`config.mk`:
```
export PLATFORM = sky130hd
export DESIGN_NAME = vending_machine_multi
export DESIGN_NICKNAME = d
export VERILOG_FILES = /design/src/rtl/vending_machine_multi.sv
export SDC_FILE = /design/constraint.sdc
export NUM_CORES = 1
export LEC_CHECK = 0
export ABC_AREA = 0
export CORE_UTILIZATION = 60
export DETAILED_ROUTE_END_ITERATION = 10
export PLACE_DENSITY = 0.86
export SYNTH_ARGS = -nofsm -noshare
export SYNTH_HDL_FRONTEND = slang
export SYNTH_SLANG_ARGS = --single-unit
```
`constraint.sdc`:
```
create_clock -name clk -period 7.21 [get_ports clk]
set_clock_uncertainty 0.05 [all_clocks]
set_input_delay 1.0815 -clock clk [delete_from_list [all_inputs] [get_ports clk]]
set_output_delay 1.0815 -clock clk [all_outputs]
set_load 0.05 [all_outputs]
```
`src/rtl/vending_machine_multi.sv`:
```
// Multi-product coin vending controller: bounded credit, per-item prices, greedy coin change.
// Optional refund path enabled by defining VEND_CANCEL_EN (adds the cancel port).
`timescale 1ns/1ps
module vending_machine_multi #(
   parameter int NUM_ITEMS  = 4,
   parameter int SEL_W      = 2,
   parameter int CREDIT_W   = 5,
   parameter int MAX_CREDIT = 20,
   parameter logic [NUM_ITEMS*CREDIT_W-1:0] PRICE_LIST = {5'd15, 5'd12, 5'd10, 5'd7}
) (
   input  logic                clk,
   input  logic                reset,
   input  logic                rupee1,
   input  logic                rupee2,
   input  logic                rupee5,
   input  logic [SEL_W-1:0]    item_sel,
   input  logic                vend_req,
`ifdef VEND_CANCEL_EN
   input  logic                cancel,
`endif
   output logic                dispense,
   output logic [SEL_W-1:0]    item_out,
   output logic                change1,
   output logic                change2,
   output logic                change5,
   output logic                coin_reject,
   output logic [CREDIT_W-1:0] credit,
   output logic [1:0]          state
);

   typedef enum logic [1:0] {
      S_IDLE     = 2'd0,
      S_CREDIT   = 2'd1,
      S_DISPENSE = 2'd2,
      S_CHANGE   = 2'd3
   } state_t;

   localparam logic [CREDIT_W:0]   LP_MAX = MAX_CREDIT[CREDIT_W:0];
   localparam logic [CREDIT_W:0]   LP_V1  = (CREDIT_W+1)'(1);
   localparam logic [CREDIT_W:0]   LP_V2  = (CREDIT_W+1)'(2);
   localparam logic [CREDIT_W:0]   LP_V5  = (CREDIT_W+1)'(5);
   localparam logic [CREDIT_W-1:0] LP_C1  = CREDIT_W'(1);
   localparam logic [CREDIT_W-1:0] LP_C2  = CREDIT_W'(2);
   localparam logic [CREDIT_W-1:0] LP_C5  = CREDIT_W'(5);

   state_t              r_state, w_nxt_state;
   logic [CREDIT_W-1:0] r_credit, w_nxt_credit;
   logic [SEL_W-1:0]    r_item_out, w_nxt_item_out;
   logic                r_dispense, w_nxt_dispense;
   logic                r_change1, w_nxt_change1;
   logic                r_change2, w_nxt_change2;
   logic                r_change5, w_nxt_change5;
   logic                r_coin_reject, w_nxt_coin_reject;

   logic                w_cancel;
   logic                w_any_coin;
   logic                w_one_coin;
   logic [CREDIT_W:0]   w_coin_val;
   logic [CREDIT_W:0]   w_sum;
   logic [31:0]         w_sel_ext;
   logic                w_sel_ok;
   logic [CREDIT_W-1:0] w_price;

`ifdef VEND_CANCEL_EN
   assign w_cancel = cancel;
`else
   assign w_cancel = 1'b0;
`endif

   assign w_any_coin = rupee1 | rupee2 | rupee5;
   assign w_one_coin = (rupee1 ^ rupee2 ^ rupee5) & ~(rupee1 & rupee2 & rupee5);
   assign w_coin_val = rupee5 ? LP_V5 : (rupee2 ? LP_V2 : LP_V1);
   // One extra bit so the overflow compare cannot wrap.
   assign w_sum      = {1'b0, r_credit} + w_coin_val;
   assign w_sel_ext  = 32'(item_sel);

   always_comb begin
      w_sel_ok = 1'b0;
      w_price  = '0;
      for (int i = 0; i < NUM_ITEMS; i++) begin
         if (w_sel_ext == i) begin
            w_sel_ok = 1'b1;
            w_price  = PRICE_LIST[i*CREDIT_W +: CREDIT_W];
         end
      end
   end

   always_comb begin
      w_nxt_state       = r_state;
      w_nxt_credit      = r_credit;
      w_nxt_item_out    = r_item_out;
      w_nxt_dispense    = 1'b0;
      w_nxt_change1     = 1'b0;
      w_nxt_change2     = 1'b0;
      w_nxt_change5     = 1'b0;
      w_nxt_coin_reject = 1'b0;
      case (r_state)
         S_IDLE, S_CREDIT: begin
            // Priority on one edge: cancel, then a valid sale, then the coin.
            if (r_state == S_CREDIT && w_cancel) begin
               w_nxt_state       = S_CHANGE;
               w_nxt_coin_reject = w_any_coin;
            end else if (r_state == S_CREDIT && vend_req && w_sel_ok && r_credit >= w_price) begin
               w_nxt_state       = S_DISPENSE;
               w_nxt_credit      = r_credit - w_price;
               w_nxt_item_out    = item_sel;
               w_nxt_dispense    = 1'b1;
               w_nxt_coin_reject = w_any_coin;
            end else if (w_any_coin) begin
               if (w_one_coin && w_sum <= LP_MAX) begin
                  w_nxt_credit = w_sum[CREDIT_W-1:0];
                  w_nxt_state  = S_CREDIT;
               end else begin
                  w_nxt_coin_reject = 1'b1;
               end
            end
         end
         S_DISPENSE: begin
            w_nxt_coin_reject = w_any_coin;
            w_nxt_state       = (r_credit != '0) ? S_CHANGE : S_IDLE;
         end
         S_CHANGE: begin
            w_nxt_coin_reject = w_any_coin;
            if (r_credit >= LP_C5) begin
               w_nxt_change5 = 1'b1;
               w_nxt_credit  = r_credit - LP_C5;
            end else if (r_credit >= LP_C2) begin
               w_nxt_change2 = 1'b1;
               w_nxt_credit  = r_credit - LP_C2;
            end else if (r_credit != '0) begin
               w_nxt_change1 = 1'b1;
               w_nxt_credit  = r_credit - LP_C1;
            end
            if (w_nxt_credit == '0) w_nxt_state = S_IDLE;
         end
         default: w_nxt_state = S_IDLE;
      endcase
   end

   always_ff @(posedge clk or negedge reset) begin
      if (!reset) begin
         r_state       <= S_IDLE;
         r_credit      <= '0;
         r_item_out    <= '0;
         r_dispense    <= 1'b0;
         r_change1     <= 1'b0;
         r_change2     <= 1'b0;
         r_change5     <= 1'b0;
         r_coin_reject <= 1'b0;
      end else begin
         r_state       <= w_nxt_state;
         r_credit      <= w_nxt_credit;
         r_item_out    <= w_nxt_item_out;
         r_dispense    <= w_nxt_dispense;
         r_change1     <= w_nxt_change1;
         r_change2     <= w_nxt_change2;
         r_change5     <= w_nxt_change5;
         r_coin_reject <= w_nxt_coin_reject;
      end
   end

   assign dispense    = r_dispense;
   assign item_out    = r_item_out;
   assign change1     = r_change1;
   assign change2     = r_change2;
   assign change5     = r_change5;
   assign coin_reject = r_coin_reject;
   assign credit      = r_credit;
   assign state       = r_state;

endmodule
```
==> results.md <==
Run status:
- The run finished with clean final reports.

Pwr:
- The power spent charging and discharging nets is 0.512 mW.
- The proportion of power drawn by combinational gates is 75.2%.
- For this design the ratio of total power to cell area is 497 nW/um^2.
- Cell internal power was estimated by the tool at 0.419 mW.
- The proportion of power drawn by flip-flops and latches is 18.2%.
- The maximum vdd ir drop is 393 uV.
- Summed over all cells, the static leakage comes to 0.888 nW.
- The switching power share of the total is 55.0%.
- The clock share of power is 6.6%.

Routing:
- The remaining antenna violation count after routing is 0.
- The number of iterations in the first detailed-routing pass is 5.
- After detailed routing, the number of vias per cell comes to 6.48.
- After detailed routing, the total wire length is 4.07 mm.
- The via count is 1,581.
- The initial DRC count is 69.
- In the final routed layout, each cell accounts on average for 16.7 um.
- The number of remaining DRC errors is 0.

Logic synthesis:
- In this run the biggest area consumer among cell types represents 21.5% of the synthesized area.
- The most used flip-flop cell after synthesis is sky130_fd_sc_hd__dfrtp_1.
- The synthesized area divided by synthesized cell count is 8.40 sq um.
- By area the synthesized netlist is led by sky130_fd_sc_hd__dfrtp_1 21%, sky130_fd_sc_hd__ha_1 15%, sky130_fd_sc_hd__o21ai_0 3.7%.
- sky130_fd_sc_hd__ha_1 is the most common cell in the netlist.
- The number of nets handed over by synthesis was 224.
- In this run, synthesis produced a sequential element count of 14.
- The number of standard cells after synthesis is 194.
- The number of flops mapped to enable cells by yosys is 0.
- The largest area contributor in the netlist is sky130_fd_sc_hd__dfrtp_1.
- The combined area of all synthesized cells is 1630 sq um.
- The post-synthesis async set-or-reset flop share is 100%.
- Sequential cells were found to cover 21.5% of the synthesized design area.
- The synthesis warning total is 0.
- Ranked by instance count, the synthesized netlist is headed by 20 x sky130_fd_sc_hd__ha_1, 16 x sky130_fd_sc_hd__nor2_1, 15 x sky130_fd_sc_hd__inv_1, 15 x sky130_fd_sc_hd__nand2_1, 14 x sky130_fd_sc_hd__dfrtp_1.
- The number of different library cells used by synthesis comes to 56.

Floorplanning:
- After floorplanning, the core was sized to cover 2520 sq um.
- The floorplan step set the die height to 54.1 um.
- The floorplan has 18 rows.
- The initial standard-cell utilization of the core is 64.6%.
- The horizontal die dimension is 54.1 um.
- The floorplan step defined a die boundary enclosing 2930 sq um.
- The I/O pin count is 22.

Timing:
- The setup violation total in the final timing report is 0.
- For the pin with the worst max-slew slack, the measured transition is 0.678 ns.
- The number of pins exceeding their max-slew limit in the final report is 0.
- The maximum clock rate is 260 MHz.
- The worst path needs 3.85 ns of the cycle, external delays included.
- The worst path uses 53.3% of the clock period.
- The number of hold violations in the final report is 0.
- The headroom to the max-slew limit is 54.7%.
- After routing, the total negative slack on setup checks comes to 0 ns.
- Setup repair after global routing left no endpoint under its margin.
- Hold timing on the final database bottoms out at a slack of 0.435 ns.

Setup path:
- Counting both buffers and inverters, the worst setup path holds a total of 3.
- The largest single stage delay on the critical path is 0.54 ns.
- For this design, the slowest cell found on the critical path is sky130_fd_sc_hd__clkdlybuf4s50_1.
- The start-to-end type of the worst setup path is input pin to flop.
- STA classifies the critical path startpoint as an input pin.
- The critical path endpoint category is a flop.
- The register-to-register path setup slack is 4.16 ns.
- Among the stages of the critical path, the cell type that occurs most often is sky130_fd_sc_hd__inv_1.
- The family with the most delay on the worst path is compound AO/OA/AOI/OAI gates.
- In this run the worst path has a maximum fanout of 5.
- The arrival time of data at the critical path endpoint is 3.99 ns.
- The data required time of the worst path is 7.36 ns.
- The critical path goes through clkdlybuf4s50_1 -> inv_1 -> nand2_1 -> ha_1 -> inv_1 -> fa_1 -> xnor2_1 -> a221oi_1 -> o21ai_0 -> a21boi_1 -> o21ai_1 -> o31a_1.

Hold path:
- The path class of the tightest hold or removal check is flop to flop.

Clock network:
- The post-cts sizing count is 0.
- Counting every sink on the clock net gives 14.
- CTS built an H-tree with a depth of 1.
- After clock tree synthesis, the clock-pin slew on the worst setup and hold paths is 0.10 ns.
- The number of clock buffers added by TritonCTS is 3.
- The library cell used as clock root buffer is sky130_fd_sc_hd__clkbuf_4.
- The clock reaches the later pin of the worst-skew pair after 0.30 ns.
- In this run the deepest clock path goes through 2 buffers.
- The number of hold buffers added after CTS is 0.
- The total setup buffers inserted after CTS is 0.
- TritonCTS built the clock tree.

Layout:
- At the end of the flow, the number of nets in the layout was 245.
- 0 antenna diodes ended up in the layout.
- From synthesis to final layout, the design area changed by 14.9%.
- The ratio of cells with drive above 1 in the final layout is 7.01%.

Job:
- The tool flagged a number of max-cap violations equal to 0.

Global route:
- The initial antenna violation count came to 0.
- The pin count of the biggest net entering global routing is 15.
- The number of global-route vias before repair is 1,431.
- The first global-routing pass estimated 6.54 mm of wire.
- Global routing used 31.4% of the available tracks across all layers.
- The overall overflow remaining after global route is 0.

Placed design:
- Routability-driven placement finished with a final weighted congestion of 0.955.
- The number of port buffers is 21.
- Once detailed placement completed, the half-perimeter wirelength came to 3.08 mm.
[metal layers]
metal,up-vias,global-route usage (%),part of all wire [%]
met5,-,0,0
met4,0,11.1,1.5
met3,7,4.24,7.8
met2,96,51.4,49
met1,735,41.7,42
li1,743,-,-
[registers in the layout (all words and copies together) (netlist names)]
register / count
credit: 5
item_out: 2
state: 2
change1: 1
change2: 1
change5: 1
coin_reject: 1
dispense: 1
[kinds of logic after synthesis]
| logic type | share of synthesized area [%] |
|---|---|
| AOI/OAI and AO/OA | 28.6 |
| xor gates and xnor gates | 2.69 |
| adders and majority gates | 17.8 |
| buffers and inverters | 6.45 |
| DFF | 21.5 |
| muxes | 2.46 |
| and+or+nand+nor | 20.6 |
[cell usage in the layout, fill, tap and decap left out, types with 3 or more instances in the layout]
| cell | n |
|---|---|
| sky130_fd_sc_hd__dfrtp_1 | 14 |
| sky130_fd_sc_hd__nand2b_1 | 7 |
| sky130_fd_sc_hd__a211oi_1 | 5 |
| sky130_fd_sc_hd__nor2b_1 | 5 |
| sky130_fd_sc_hd__nand2_1 | 15 |
| sky130_fd_sc_hd__nand4_1 | 3 |
| sky130_fd_sc_hd__and2_1 | 3 |
| sky130_fd_sc_hd__inv_1 | 15 |
| sky130_fd_sc_hd__nor2_1 | 16 |
| sky130_fd_sc_hd__xnor2_1 | 4 |
| sky130_fd_sc_hd__ha_1 | 20 |
| sky130_fd_sc_hd__nor3_1 | 3 |
| sky130_fd_sc_hd__clkbuf_4 | 3 |
| sky130_fd_sc_hd__mux2i_1 | 4 |
| sky130_fd_sc_hd__clkdlybuf4s50_1 | 21 |
| sky130_fd_sc_hd__o21ai_0 | 12 |
| sky130_fd_sc_hd__a21oi_1 | 11 |
| sky130_fd_sc_hd__a21o_1 | 7 |
[tightest hold or removal path, delay by kind of cell, from the launching register on]
kind / cells / cell delay [ns]
DFF: 1 / 0.36
AOI/OAI and AO/OA: 1 / 0.05
and+or+nand+nor: 1 / 0.04
[area by class of cell]
cell class	instances	area [sq um]
Inverter	15	56.3
Sequential cell	14	350
Fill cell	201	649
Timing Repair Buffer	22	218
Tap cell	30	37.5
Clock buffer	4	36.3
Multi-Input combinational cell	159	1170
[power by group through the flow]
stage / registers (mW) / clock network [mW] / logic [mW]
final: 0.169 / 0.0612 / 0.700
after global routing: 0.178 / 0.0648 / 0.757
after CTS: 0.169 / 0.0608 / 0.686
after detailed placement: 0.170 / 0 / 0.679
after global placement: 0.169 / 0 / 0.662
after floorplan: 0.234 / 0 / 0.454
[metrics by stage]
| stage | area [sq um] | setup slack [ns] | cells | total power, mW | util [%] |
|---|---|---|---|---|---|
| final | 1870 | 3.36 | 244 | 0.931 | 74.3 |
| after detailed placement | 1840 | 3.10 | 240 | 0.849 | 72.8 |
| after global routing | 1870 | 3.22 | 244 | 1.00 | 74.3 |
| after floorplan | 1630 | 3.97 | 194 | 0.688 | - |
| after global placement | 1840 | 3.27 | 240 | 0.831 | 72.8 |
| after CTS | 1870 | 3.40 | 244 | 0.916 | 74.3 |
[final timing paths]
kind,from,endpoint,cells after the start
max in group asynchronous,reset,state[0],1
min,item_out[1],item_out[1],2
max reg2reg,credit[1],state[0],8
min in group asynchronous,reset,credit[2],1
min reg2reg,item_out[1],item_out[1],2
max,rupee5,credit[1],12
Note: power is estimated with default switching activity, not from simulation.
